### src/rtl/uart_rx_fifo.sv
// uart_rx_fifo
// -----------------------------------------------------------------------------
// Receive-side byte buffer placed directly after the UART receiver. Each
// completed byte (rx_data qualified by the rx_rdy level) is captured once,
// acknowledged with a one-cycle rx_rdy_clr pulse, and stored in a circular
// FIFO. The host reads it through a first-word-fall-through port.
//
// Build option:
//   UART_RX_FIFO_OVERWRITE_EN  - defined: a byte that arrives while the FIFO is
//                                full (and no pop happens) replaces the oldest
//                                entry. Undefined (default): that byte is
//                                dropped. The overrun flag is set either way.
//
// Ports:
//   clk         system clock
//   rst         asynchronous active-high reset
//   rx_data     byte from receiver.data_out
//   rx_rdy      receiver.rdy (level, held until cleared)
//   rx_rdy_clr  to receiver.rdy_clr, one-cycle registered pulse per byte
//   rd_en       host pop request (ignored while empty)
//   rd_data     entry at the read pointer, valid whenever empty = 0
//   empty/full  registered occupancy flags
//   count       registered occupancy, 0..DEPTH
//   overrun     sticky, set when a byte arrives while full
//   ovr_clr     clears overrun (a same-cycle set wins)
// -----------------------------------------------------------------------------
module uart_rx_fifo #(
    parameter int DEPTH = 16,
    parameter int AW    = 4
) (
    input  logic          clk,
    input  logic          rst,
    input  logic [7:0]    rx_data,
    input  logic          rx_rdy,
    output logic          rx_rdy_clr,
    input  logic          rd_en,
    output logic [7:0]    rd_data,
    output logic          empty,
    output logic          full,
    output logic [AW:0]   count,
    output logic          overrun,
    input  logic          ovr_clr
);

    localparam logic [AW:0] DEPTH_CNT = (AW + 1)'(DEPTH);

    typedef enum logic [1:0] {
        IDLE = 2'd0,
        ACK  = 2'd1,
        WAIT = 2'd2
    } state_t;

    state_t          state_reg, state_next;
    logic            clr_reg, clr_next;
    logic [AW-1:0]   wp_reg, rp_reg;
    logic [AW:0]     count_reg, count_next;
    logic            empty_reg, full_reg, overrun_reg;

    logic            capture;
    logic            pop;
    logic            blocked;
    logic            push;
    logic            wr_en;
    logic            adv_rp;

    logic [7:0]      mem [DEPTH];

    // ---------------------------------------------------------------- capture FSM
    always_ff @(posedge clk or posedge rst) begin
        if (rst) begin
            state_reg <= IDLE;
            clr_reg   <= 1'b0;
        end else begin
            state_reg <= state_next;
            clr_reg   <= clr_next;
        end
    end

    // WAIT holds off a second capture until the receiver has actually dropped
    // rx_rdy, so a slowly-clearing level is never taken twice.
    always_comb begin
        state_next = state_reg;
        clr_next   = 1'b0;
        capture    = 1'b0;
        case (state_reg)
            IDLE: begin
                if (rx_rdy) begin
                    capture    = 1'b1;
                    clr_next   = 1'b1;
                    state_next = ACK;
                end
            end
            ACK:  state_next = WAIT;
            WAIT: if (!rx_rdy) state_next = IDLE;
            default: state_next = IDLE;
        endcase
    end

    // ---------------------------------------------------------------- datapath
    assign pop     = rd_en & ~empty_reg;
    // A pop in the same cycle frees the slot, so only full-without-pop blocks.
    assign blocked = capture & full_reg & ~pop;
    assign push    = capture & ~blocked;

`ifdef UART_RX_FIFO_OVERWRITE_EN
    // Overwrite mode: a blocked byte still lands at wp (which equals rp when
    // full) and both pointers step, discarding the oldest entry.
    assign wr_en  = capture;
    assign adv_rp = pop | blocked;
`else
    assign wr_en  = push;
    assign adv_rp = pop;
`endif

    always_comb begin
        count_next = count_reg;
        case ({push, pop})
            2'b10:   count_next = count_reg + (AW + 1)'(1);
            2'b01:   count_next = count_reg - (AW + 1)'(1);
            default: count_next = count_reg;
        endcase
    end

    always_ff @(posedge clk or posedge rst) begin
        if (rst) begin
            wp_reg      <= '0;
            rp_reg      <= '0;
            count_reg   <= '0;
            empty_reg   <= 1'b1;
            full_reg    <= 1'b0;
            overrun_reg <= 1'b0;
        end else begin
            if (wr_en)  wp_reg <= wp_reg + AW'(1);
            if (adv_rp) rp_reg <= rp_reg + AW'(1);
            count_reg <= count_next;
            empty_reg <= (count_next == '0);
            full_reg  <= (count_next == DEPTH_CNT);
            if (blocked)      overrun_reg <= 1'b1;
            else if (ovr_clr) overrun_reg <= 1'b0;
        end
    end

    // Storage is deliberately not reset; rd_data is don't-care while empty.
    always_ff @(posedge clk) begin
        if (wr_en) mem[wp_reg] <= rx_data;
    end

    assign rd_data    = mem[rp_reg];
    assign rx_rdy_clr = clr_reg;
    assign empty      = empty_reg;
    assign full       = full_reg;
    assign count      = count_reg;
    assign overrun    = overrun_reg;

endmodule

### config.mk
export PLATFORM = sky130hd
export DESIGN_NAME = uart_rx_fifo
export DESIGN_NICKNAME = d
export VERILOG_FILES = /design/src/rtl/uart_rx_fifo.sv
export SDC_FILE = /design/constraint.sdc
export NUM_CORES = 1
export LEC_CHECK = 0
export ABC_CLOCK_PERIOD_IN_PS = 2200
export CAP_MARGIN = 20
export CORE_MARGIN = 4
export CORE_UTILIZATION = 38
export DETAILED_ROUTE_END_ITERATION = 7
export PLACE_DENSITY = 0.58
export SLEW_MARGIN = 15
export SYNTH_ARGS = -nofsm -noshare
export SYNTH_HDL_FRONTEND = slang
export SYNTH_SLANG_ARGS = --single-unit
### constraint.sdc
create_clock -name clk -period 2.2 [get_ports clk]
set_clock_uncertainty 0.05 [all_clocks]
set_input_delay 0.44 -clock clk [delete_from_list [all_inputs] [get_ports clk]]
set_output_delay 0.44 -clock clk [all_outputs]
set_load 0.01 [all_outputs]
-- Word level (Yosys, flattened, before mapping)
Memories as Yosys holds them, arrays and structs flattened.
Index checks and enable logic that the tools add are counted.
- logic and storage cells: 41
- RAM bits: 128
- flip-flop bits (word level): 19
- memories: 1
- bits of input ports: 13
- output and inout port bits: 17
- $add $sub $neg: 4
- multiplexer cells: 10
- reductions and logical operators: 4
- equal/unequal tests: 7
- bitwise gates (word level): 7
- memories (name ; words ; bits a word ; read ports ; clocked after Yosys merged registers in ; write ports ; RTL line ; source):
    mem ; 16 ; 8 ; 1 ; 0 ; 1 ; 66 ; logic [7:0] mem [DEPTH];
- operators by type and width (cell ; count):
    5-bit case mux with 2 select lines ; 1
    4-bit by 1-bit adder with 4-bit output, second input constant ; 2
    1-bit 2-to-1 mux ; 6
    2-bit case mux with 3 select lines ; 1
    5-bit by 1-bit adder with 5-bit output, second input constant ; 1
    5-bit == test, second input constant ; 1
    5-bit logical NOT ; 1
    5-bit by 1-bit subtractor with 5-bit output, second input constant ; 1
    1-bit AND ; 4
    2-bit by 1-bit == test with 1-bit output, second input constant ; 2
    2-bit == test, second input constant ; 2
    2-bit 2-to-1 mux ; 2
    2-bit inequality test, second input constant ; 2
    1-bit inverter ; 3
    2-bit logical NOT ; 1
    2-bit AND reduction ; 1
    2-bit nonzero test ; 1

-- Depth between registers and ports, before layout
- word-level depth: 9
- gate-level depth with buffers: 9
- mapped depth without buffers: 9

-- Worst setup path after synthesis
OpenSTA, ideal clock, no wires.
- kind: in2reg
- start point: input rx_rdy
- end point: register full_reg (netlist: full)
- setup time: 0.066 ns
- data required time: 2.084 ns
- stages on the path: 9
- arrival time: 2.269 ns
- buffers on the path: 0
- slack: -0.185 ns
- path through: or3b_4 -> inv_2 -> nor2_1 -> fa_1 -> a21o_1 -> a21oi_1 -> mux2i_1 -> xnor2_1 -> and2_1
- cells in the longest elaborated chain, start to end: 9
- elaborated cells on any way between the ends: 10
- those cells by class: eq/ne (3); mux (3); bitwise (4)
- ends and longest elaborated chain (what ; RTL line ; source):
    from (decl) ; 34 ; input logic rx_rdy,
    1-bit 2-to-1 mux (*) ; 87 ; if (rx_rdy) begin
    1-bit 2-to-1 mux (*) ; 85 ; case (state_reg)
    1-bit AND (2 in series) ; 102 ; assign blocked = capture & full_reg & ~pop;
    1-bit inverter ; 103 ; assign push = capture & ~blocked;
    1-bit AND (*) ; 103 ;
    2-bit by 1-bit == test with 1-bit output or 2-bit == test (tied branches) ; 117 ; case ({push, pop})
    5-bit case mux with 2 select lines (*) ; 117 ;
    named net count_next[4] ; 56 ; logic [AW:0] count_reg, count_next;
    5-bit == test (*) ; 137 ; full_reg <= (count_next == DEPTH_CNT);
    to (signal assigned) ; 137 ;
    to (decl) ; 57 ; logic empty_reg, full_reg, overrun_reg;
The timed path passes the listed nets; every way through them passes the cells marked *.
A chain may end at the register's enable or synchronous reset.

-- Worst setup path in the final report
- start point: register rp_reg[0]
- end point: output rd_data[2]
- cells in the longest elaborated chain, start to end: 1
- ends and longest elaborated chain (what ; RTL line ; source):
    from (decl) ; 55 ; logic [AW-1:0] wp_reg, rp_reg;
    from (signal assigned) ; 134 ; if (adv_rp) rp_reg <= rp_reg + AW'(1);
    memory read 16 x 8 bit ; - ;
    to (decl) ; 37 ; output logic [7:0] rd_data,
No other way between the ends.

==> results.md <==
- Post-Syn Instances: 280
- HPWL after detailed placement: 7360 µm
- FF-to-FF Start: state_reg[1]
- Final-report setup violation count: 11
- Post-synth top area share: 64.5%
- Post-synth EDFFs: 128
- Largest net degree at the start of global routing: 22
- Global-route wire length before repair: 18400 µm
- Static leakage: 2.58 nW
- Vias in the first global route: 3074
- Cells along the critical path: buf_12, buf_12, mux4_2, mux4_2, buf_6
- Num rows: 45
- Highest Clock Rate: 0.360 GHz
- Ant diodes: 0
- Cell taking the most area after synthesis: edfxtp_1
- Commonest cells in the netlist: edfxtp_1 (128), mux4_1 (30), dfrtp_1 (18)
- GRT Util Overall: 14.1%
- Synth Cell Area: 5960 µm²
- Crit-path max cell delay: 0.55 ns
- Pwr dens: 1330 nW/µm²
- Die Span Y: 133 µm
- Outcome: finished with violations
- Hold path startpoint: rx_rdy
- Core area: 15300 µm²
- Post-synth net total: 302
- CTS tree: done
- DRT Wirelength: 11600 µm
- Clk sinks: 147
- Fraction of registers with async set/reset: 12.9%
- Setup crit start kind: flip-flop
- Final core utilization: 48.9%
- Syn-to-layout area delta: 25.3%
- I/O pin count: 30
- Clk slew on worst S/H paths: 0.06 ns
- Via count: 2928
- Total die area: 17800 µm²
- PnR worst setup slack: -0.579 ns
- Failing checks: setup timing
- Area contributors post-synth: edfxtp_1 (64%), mux4_1 (13%), dfrtp_1 (7.6%)
- Number of library cell types mapped by synthesis: 35
- Relative slew slack: 52.9%
- Post-route antenna net violation count: 0
- Vias per cell: 4.96
- Family with the most delay on the worst path: multiplexers
- DRC violations left: 0
- Sum Neg Setup Slack: -4.52 ns
- H-tree Lvls: 4
- Global route total overflow: 0
- Layout fillers: 1252
- First DRT Iteration DRCs: 189
- Most frequent cell after synthesis: edfxtp_1
- Port Buffers: 29
- Hold-fix buffers, CTS: 0
- Critical Path RT: 1.71 ns
- CP endpoint kind: output port
- Nets: 389
- Synthesized flop and latch total: 147
- CP arrival: 2.29 ns
- Maximum vdd drop: 0.481 mV
- Max reg flops: 128
- Hold crit path type: in -> reg
- Tcrit/Tclk final: 126%
- Seq/Total Area, Yosys: 72.5%
- Critical path buffers and inverters: 3
- Clk_lat worst skew: 0.42 ns
- Max cap viols: 0
- Worst Path Class, Setup: reg -> out
- Routed len/inst: 19.6 µm
- Ratio of cells with drive above 1 in the final layout: 39.6%
- Slowest CP cell: mux4_2
- Crit path time final: 2.78 ns
- Hold_ws: 0.371 ns
- Slew Viols, Final: 0
- Num CTS Buffers: 17
- Die width: 133 µm
- RSZ-0062 raised after global routing: true
- Routability Congestion: 0.757
- Dpl ws: -0.609 ns
- Critical Path Fanout Max: 6
- YS warnings: 0
- Maximum buffer depth of the clock tree: 2
- Starting Density: 39.1%
- CTS Root Cell: clkbuf_16
- TritonRoute pass-1 iters: 4
- Avg Cell Area, Syn: 21.3 µm²
- Worst-Margin Slew: 0.705 ns
- Final number of hold-violating endpoints: 0
- Main synth FF type: edfxtp_1
- CP Launch Point: rp_reg[0]
- Initial antenna violation count: 0
-- through the flow --
stage	power, mW	instances	instance area [µm²]
2_1_floorplan	5.50	280	5990
3_3_place_gp	6.90	552	6870
3_5_place_dp	6.94	552	6870
4_1_cts	10.1	590	7500
5_1_grt	10.5	590	7470
6_report	9.95	590	7470
-- cell families (layout without fill, tap and decap cells) --
| family | count (synthesis) | count (layout) | synth area share (%) |
|---|---|---|---|
| AND/OR/NAND/NOR | 42 | 42 | 3.46 |
| multiplexers | 45 | 45 | 17.9 |
| AO/OA/AOI/OAI | 9 | 9 | 0.965 |
| buffers and inverters | 18 | 117 | 1.70 |
| XOR/XNOR | 10 | 10 | 1.47 |
| flip-flops | 147 | 147 | 72.5 |
| adder cells (fa/ha/maj) | 9 | 9 | 2.02 |
-- area by class of cell --
type	count	area (µm²)	area share, %
flip-flops and latches	147	4320	57.9
multi-input cells	115	1500	20.1
repair buffers	80	810	10.8
clock buffers	19	433	5.80
well taps	211	264	3.54
clock inverters	12	110	1.47
inverters	6	25.0	0.335
-- worst paths after layout --
kind | slack [ns] | cells past startpoint | end
max in group asynchronous | 1.23 | 2 | rp_reg[0]
min reg2reg | 0.47 | 1 | count[4]
min in group asynchronous | 0.38 | 2 | state_reg[0]
min | 0.37 | 3 | state_reg[1]
max reg2reg | -0.06 | 9 | full
max | -0.58 | 5 | rd_data[2]
-- power by group --
| group | switching (mW) | internal [mW] | leakage [nW] |
|---|---|---|---|
| combinational | 1.57 | 2.14 | 0.943 |
| sequential | 0.238 | 3.36 | 1.38 |
| clock | 1.10 | 1.55 | 0.257 |
-- repair_timing --
action,4_1_cts,5_1_grt
resized for setup,65,19
pin swaps,7,7
setup buffers,4,2
endpoints found under the setup margin,29,69
cloned,3,0
-- worst register-to-register path, cell delays in order, from the launching register on --
cell and delay (ns):
dfrtp_1 0.38, or3b_4 0.42, inv_4 0.07, nor2_4 0.04, ha_1 0.33, a21o_1 0.21, a21oi_2 0.13, mux2i_1 0.23
xnor2_1 0.12, and2_1 0.16
-- per-layer routing --
layer  track usage [%]  up-vias  share of wire, %
met4              5.49        0               1.5
met1              19.4     1539                46
met3              3.78       18               4.0
met5                 0        -                 0
met2              21.6       70                48
li1                  -     1301                 -
-- placed cells by master, fill, tap and decap left out, types with 2 or more instances in the layout --
cell type,synthesis,final
a21o_1,2,2
a21oi_2,1,2
buf_12,0,9
buf_2,0,2
buf_4,0,39
buf_6,3,8
clkbuf_1,6,2
clkbuf_16,0,17
clkdlybuf4s50_1,0,20
clkinv_2,0,2
clkinv_4,0,3
clkinvlp_4,0,3
dfrtp_1,18,17
edfxtp_1,128,128
ha_1,8,7
inv_1,5,5
inv_6,0,2
mux2_2,3,3
mux2i_1,2,2
mux4_2,10,40
nand2_1,11,9
nand2_2,0,2
nand2b_1,3,3
nand4_1,2,2
nor2_1,13,12
nor2b_1,2,2
nor3_2,1,5
o21ai_0,3,2
xnor2_1,9,8
(Power assumes the default switching activity.)
